File: config.mk
export PLATFORM = sky130hd
export DESIGN_NAME = mem_port_arbiter
export DESIGN_NICKNAME = d
export VERILOG_FILES = /design/src/rtl/mem_port_arbiter.sv
export SDC_FILE = /design/constraint.sdc
export NUM_CORES = 1
export LEC_CHECK = 0
export CAP_MARGIN = 20
export CORE_AREA = 5 5 55 57
export DETAILED_ROUTE_END_ITERATION = 16
export DIE_AREA = 0 0 60 62
export DONT_BUFFER_PORTS = 1
export SLEW_MARGIN = 20
export SYNTH_ARGS = -nofsm -noshare
export SYNTH_HDL_FRONTEND = slang
export SYNTH_SLANG_ARGS = --single-unit
File: constraint.sdc
create_clock -name clk -period 3.2 [get_ports clk]
set_clock_uncertainty 0.2 [all_clocks]
set_input_delay 0.64 -clock clk [delete_from_list [all_inputs] [get_ports clk]]
set_output_delay 0.64 -clock clk [all_outputs]
set_load 0.02 [all_outputs]
File: src/rtl/mem_port_arbiter.sv
// mem_port_arbiter
//
// Shares the single CPU-side RAM port between two requesters. Requester 0 is
// the MIPS core (cpu_*). Requester 1 is the level/sprite loader DMA (dma_*).
// At most one access is issued per clock. Read data comes back one cycle
// after the grant, which matches the RAM's registered output.
//
// Arbitration
//   ST_NORM  : the CPU wins over the DMA. A DMA grant with dma_lock=1 opens
//              a locked burst.
//   ST_BURST : the DMA wins over the CPU for up to MAX_BURST consecutive
//              grants. The burst closes on an unlocked grant, on a DMA
//              request gap, or when the grant limit is reached.
//
// Optional feature, enabled by defining ARB_STARVE_GUARD_EN:
//   A wait counter tracks how long the DMA has been refused. Once it
//   saturates at MAX_WAIT, the DMA beats the CPU for one grant in ST_NORM.
//   When the macro is undefined, the CPU has strict priority in ST_NORM.
//
// Parameters
//   WIDTH          data width (RAM word)
//   RAM_ADDR_BITS  address width (RAM depth)
//   MAX_BURST      max consecutive DMA grants in one locked burst (>=1)
//   MAX_WAIT       refused DMA cycles before the starvation guard trips (>=1)
//
// Ports
//   clk, reset                        clock, async active-high reset
//   cpu_req/we/adr/wdata              CPU request, held until cpu_gnt
//   cpu_gnt                           combinational grant
//   cpu_rvalid, cpu_rdata             registered read-valid, read data wire
//   dma_req/lock/we/adr/wdata         DMA request, held until dma_gnt
//   dma_gnt                           combinational grant
//   dma_rvalid, dma_rdata             registered read-valid, read data wire
//   mem_en/we/adr/wdata               RAM port; all zero when nothing granted
//   mem_rdata                         RAM read data (registered in the RAM)

module mem_port_arbiter #(
  parameter int WIDTH         = 16,
  parameter int RAM_ADDR_BITS = 14,
  parameter int MAX_BURST     = 8,
  parameter int MAX_WAIT      = 15
) (
  input  logic                     clk,
  input  logic                     reset,

  input  logic                     cpu_req,
  input  logic                     cpu_we,
  input  logic [RAM_ADDR_BITS-1:0] cpu_adr,
  input  logic [WIDTH-1:0]         cpu_wdata,
  output logic                     cpu_gnt,
  output logic                     cpu_rvalid,
  output logic [WIDTH-1:0]         cpu_rdata,

  input  logic                     dma_req,
  input  logic                     dma_lock,
  input  logic                     dma_we,
  input  logic [RAM_ADDR_BITS-1:0] dma_adr,
  input  logic [WIDTH-1:0]         dma_wdata,
  output logic                     dma_gnt,
  output logic                     dma_rvalid,
  output logic [WIDTH-1:0]         dma_rdata,

  output logic                     mem_en,
  output logic                     mem_we,
  output logic [RAM_ADDR_BITS-1:0] mem_adr,
  output logic [WIDTH-1:0]         mem_wdata,
  input  logic [WIDTH-1:0]         mem_rdata
);

  // Reject configurations that cannot work before they reach synthesis.
  if (MAX_BURST < 1 || MAX_WAIT < 1) begin : g_param_check
    $error("mem_port_arbiter: MAX_BURST and MAX_WAIT must both be >= 1");
  end

  localparam int BURST_W = $clog2(MAX_BURST + 1);
  localparam logic [BURST_W-1:0] BURST_LAST = BURST_W'(MAX_BURST);
  // With MAX_BURST=1 a burst would end on its very first grant, so none opens.
  localparam bit BURST_ALLOWED = (MAX_BURST > 1);

  typedef enum logic {
    ST_NORM  = 1'b0,
    ST_BURST = 1'b1
  } state_t;

  state_t               state;
  state_t               state_nxt;
  logic [BURST_W-1:0]   burst_cnt;
  logic [BURST_W-1:0]   burst_cnt_nxt;
  logic [BURST_W-1:0]   burst_inc;
  logic                 dma_first;
  logic                 starved;

`ifdef ARB_STARVE_GUARD_EN
  localparam int WAIT_W = $clog2(MAX_WAIT + 1);
  localparam logic [WAIT_W-1:0] WAIT_MAX = WAIT_W'(MAX_WAIT);

  logic [WAIT_W-1:0] wait_cnt;

  assign starved = (wait_cnt == WAIT_MAX);

  // Count refused DMA cycles, saturating. Any grant or request gap clears it.
  always_ff @(posedge clk or posedge reset) begin
    if (reset) begin
      wait_cnt <= '0;
    end else if (dma_req && !dma_gnt) begin
      if (!starved) begin
        wait_cnt <= wait_cnt + 1'b1;
      end
    end else begin
      wait_cnt <= '0;
    end
  end
`else
  assign starved = 1'b0;
`endif

  // Grants are gated by reset so that nothing reaches the RAM while the
  // block is being reset.
  always_comb begin
    cpu_gnt   = 1'b0;
    dma_gnt   = 1'b0;
    dma_first = dma_req && ((state == ST_BURST) || starved);
    if (!reset) begin
      if (dma_first) begin
        dma_gnt = 1'b1;
      end else if (cpu_req) begin
        cpu_gnt = 1'b1;
      end else if (dma_req) begin
        dma_gnt = 1'b1;
      end
    end
  end

  // RAM port mux: drives zeros whenever no access is issued.
  always_comb begin
    mem_en    = cpu_gnt | dma_gnt;
    mem_we    = 1'b0;
    mem_adr   = '0;
    mem_wdata = '0;
    if (cpu_gnt) begin
      mem_we    = cpu_we;
      mem_adr   = cpu_adr;
      mem_wdata = cpu_wdata;
    end else if (dma_gnt) begin
      mem_we    = dma_we;
      mem_adr   = dma_adr;
      mem_wdata = dma_wdata;
    end
  end

  // Burst tracking. In ST_BURST a DMA request always wins, so a cycle
  // without a DMA grant means the DMA dropped its request.
  always_comb begin
    state_nxt     = state;
    burst_cnt_nxt = burst_cnt;
    burst_inc     = burst_cnt + 1'b1;
    case (state)
      ST_NORM: begin
        if (dma_gnt && dma_lock && BURST_ALLOWED) begin
          state_nxt     = ST_BURST;
          burst_cnt_nxt = BURST_W'(1);
        end
      end
      ST_BURST: begin
        if (dma_gnt && dma_lock && (burst_inc != BURST_LAST)) begin
          burst_cnt_nxt = burst_inc;
        end else begin
          state_nxt     = ST_NORM;
          burst_cnt_nxt = '0;
        end
      end
      default: begin
        state_nxt     = ST_NORM;
        burst_cnt_nxt = '0;
      end
    endcase
  end

  // State register and read-valid pulses. A reset drops any pending response.
  always_ff @(posedge clk or posedge reset) begin
    if (reset) begin
      state      <= ST_NORM;
      burst_cnt  <= '0;
      cpu_rvalid <= 1'b0;
      dma_rvalid <= 1'b0;
    end else begin
      state      <= state_nxt;
      burst_cnt  <= burst_cnt_nxt;
      cpu_rvalid <= cpu_gnt & ~cpu_we;
      dma_rvalid <= dma_gnt & ~dma_we;
    end
  end

  // RAM data also changes on writes, so validity is carried only by rvalid.
  assign cpu_rdata = mem_rdata;
  assign dma_rdata = mem_rdata;

endmodule

# Yosys cells after proc, flatten, opt, wreduce, memory -nomap -nowiden
# Index checks and enable logic that the tools add are counted.
# word_totals
reg_bits	7
mem_count	0
latchBits	0
romBits	0
mem_bits_rw	0
out_inout_bits	68
word_cells	35
input_bits	83
# op_classes
reduce_logical	3
n_lt_le_gt_ge	0
multipliers	0
shifts	0
n_eq_ne	2
bitwise	6
add_sub_neg	1
muxes	19
div_mod_pow	0
# ops
op	count
16-bit 2-to-1 mux	2
14-bit 2-to-1 mux	2
1-bit 2-to-1 mux	11
4-bit 2-to-1 mux	2
4-bit one-hot mux with 2 select lines	1
4-bit by 1-bit adder with 4-bit output, second input constant	1
4-bit inequality test, second input constant	1
1-bit logical AND	3
1-bit NOT	3
1-bit AND	2
2-bit inequality test, second input constant	1
1-bit one-hot mux with 2 select lines	1
1-bit bitwise OR	1

# Longest topological paths before layout
# depth
ltp_word	8
ltp_mapped	5
mapped_depth_nobuf	4

# Least setup slack after synthesis
# OpenSTA, ideal clock, no wires.
# synth_path
kind	input port to output port
from	input port reset
to	output port mem_we
t_arrival_ns	1.487
t_required_ns	2.360
stages	3
path_buffers	0
setup_slack_ns	0.873
cell_sequence	a211oi_4 -> mux2i_1 -> nor3_1
# synth_between
elab_chain_len	3
elab_cells_between_ends	4
cone_classes	mux: 4
# synth_rtl
item	line_no	rtl
start: declaration	44	input logic reset,
1-bit 2-to-1 mux	123	if (!reset) begin
1-bit 2-to-1 mux	144	end else if (dma_gnt) begin
1-bit 2-to-1 mux (*)	140	if (cpu_gnt) begin
end: declaration	64	output logic mem_we,
# Every way passes the cells marked *; elsewhere a longest branch is shown, timed or not.

# Worst setup path after layout
# layout_path
from	input port reset
to	output port mem_wdata[5]
# layout_between
elab_chain_len	3
elab_cells_between_ends	4
cone_classes	mux: 4
# layout_rtl
item	line_no	rtl
1-bit 2-to-1 mux	123	
16-bit 2-to-1 mux	144	
16-bit 2-to-1 mux (*)	140	
end: declaration	66	output logic [WIDTH-1:0] mem_wdata,
# Marked as above.

==> qor.yml <==
via_per_inst: 6.81
io_buffers: 0
async_flop_share_pct: 100
grt_busiest_layer: "met2"
synth_cells: 111
mostFrequentLayoutCells: "a22o_1 (30), dfrtp_1 (7), nand2_1 (5)"
crit_chain: "dlygate4sd3_1 > inv_2 > o211a_1 > buf_4 > a22o_1"
synth_nets: 196
die_x_um: 60
postSynthRegisterBits: 7
p_per_area_nw_per_um2: 352
synth_cell_types: 26
fin_ws_ns: 0.126
cts-resized-gates: 0
num-fill-cells: 243
die_area_um2: 3720
hp-start: "cpu_we"
drtIter0Drc: 28
hold_path_depth: 1
min_period_over_period_pct: 96.1
clock-sinks: 7
worstSetupPathType: "in2out"
cts.clk_slew.worst_paths_ns: 0.05
fmax_ghz: 0.325
cts_tree: "done"
rows: 18
synth_top_area_cell: "a22o_1"
synthFlopType: "dfrtp_1"
critPathBufInv: 3
pre_cts_ws_ns: 0.674
critPathCaptureType: "output port"
start_util_pct: 40.5
relSlewSlack_pct: 64.2
grtUsageMet3_pct: 4.96
fin_cells: 109
r2r.worst_path.cells: 4
cp.required_ns: 2.36
ios: 151
first_global_vias: 728
min_to: "cpu_rvalid$_DFF_PP0_"
drv_slew: 0
tightest_slew_ns: 0.535
ys_seq_area_share_pct: 17.8
dpl.hpwl_um: 2590
drc: 0
drive_above_1_share_pct: 13.9
fin_setup_tns_ns: 0
final-setup-viol-count: 0
dr.pass1.iters: 4
ant_nets: 0
total_power_mw: 0.273
period_minus_slack_ns: 3.07
synth.avg_cell_area_um2: 8.87
critPathTopFamily: "buffers and inverters"
ir_drop_mv: 0.139
worstPathArrival_ns: 2.23
r2r-start: "state$_DFF_PP0_"
grtUsageMet2_pct: 24.5
reg2reg_to: "burst_cnt[3]$_DFFE_PP0P_"
rsz0062_at_grt: "false"
r2r_slack_ns: 1.43
cts_buffer_depth: 2
total_leakage_power_nw: 0.342
grtUsageTotal_pct: 13.6
final_common_cell: "a22o_1"
synth_edf_count: 0
clock_latency_ns: 0.25
synthTopCellsByArea: "a22o_1 (27%), buf_4 (24%), dfrtp_1 (18%), buf_6 (4.6%), ha_1 (2.5%)"
yosys_warnings: 0
setup.worst_path.start_class: "primary input"
final_cell_area_um2: 777
root_buffer: "clkbuf_4"
antenna_found_initial: 0
crit_slowest_cell: "dlygate4sd3_1"
slowest_delay_ns: 0.55
status: "completed"
die_h_um: 62
synth_area_um2: 985
dpl-instance-area_um2: 741
overflow: 0
grtUsageMet1_pct: 13.4
dp_cells: 104
num_vias: 742
netlist.area_leader.share_pct: 26.7
num-nets-final: 165
cts-buffers-inserted: 3
holdCritPathClass: "in2reg"
gp_congestion: 0.778
grt_pass1_wl_um: 3620
core_um2: 2430
wire_per_inst_um: 27.9
max_cap_violations: 0
wl_um: 3040
syn2layout_area_growth_pct: -21.1
crit_fanout: 34
grt_max_degree: 35
antenna_cells: 0
cts.htree.levels: 1
hold_viol_final: 0
==> final cells by class <==
type	instances	area (um^2)	area share, %
Clock buffer	4	26.3	3.38
Tap cell	30	37.5	4.83
Timing Repair Buffer	4	32.5	4.19
Inverter	2	7.51	0.966
Sequential cell	7	175	22.5
Multi-Input combinational cell	62	498	64.1
==> cell usage after synthesis (all sizes together), types with 2 or more instances <==
cell type	count
dfrtp	7
a22o	30
nand3	2
a21oi	2
nor2	2
inv	2
mux2i	2
ha	2
nand2	5
buf	39
nor2b	2
nand4	2
o22ai	2
nor3	2
==> report_power, final <==
| group | internal, mW | leakage (nW) | total, mW | switching (mW) |
|---|---|---|---|---|
| combinational | 0.0304 | 0.233 | 0.0941 | 0.0638 |
| sequential | 0.0928 | 0.0946 | 0.100 | 0.00737 |
| clock | 0.0475 | 0.0150 | 0.0790 | 0.0315 |
| total | 0.171 | 0.342 | 0.273 | 0.103 |
==> registers in the layout, indices dropped and copies added (netlist names) <==
signal,count
burst_cnt,4
cpu_rvalid,1
dma_rvalid,1
state,1
==> metrics by stage <==
step | hold WS [ns] | util (%)
floorplan | 0.218 | -
global placement | 0.240 | 30.5
detailed placement | 0.245 | 30.5
CTS | 0.242 | 31.9
global route | 0.239 | 31.9
finish | 0.252 | 31.9
==> metal layers <==
layer	wire length, um	up-vias
li1	-	317
met1	907	333
met2	1650	81
met3	422	11
met4	52	0
met5	0	-
==> what timing repair did <==
item	CTS	global route
endpoints found under the hold margin	7	0
setup buffers	0	0
hold buffers	1	0
setup endpoints to repair	0	0
==> worst max path at each step <==
stage	end	cells past startpoint	startpoint	slack, ns
after floorplan	mem_we	3	reset	0.87
after global placement	mem_wdata[3]	4	reset	0.72
after detailed placement	mem_wdata[5]	4	reset	0.67
after CTS	mem_wdata[5]	5	reset	0.09
after global routing	mem_wdata[5]	5	reset	0.02
final	mem_wdata[5]	5	reset	0.13
==> kinds of logic after synthesis <==
group           share of synthesized area [%]
buf+inv                                  31.6
compound gates                           35.2
simple gates                             7.88
flops                                    17.8
mux                                      3.18
xor+xnor                                 1.78
fa+ha+maj                                2.54
Power figures use the tool's default switching activity.
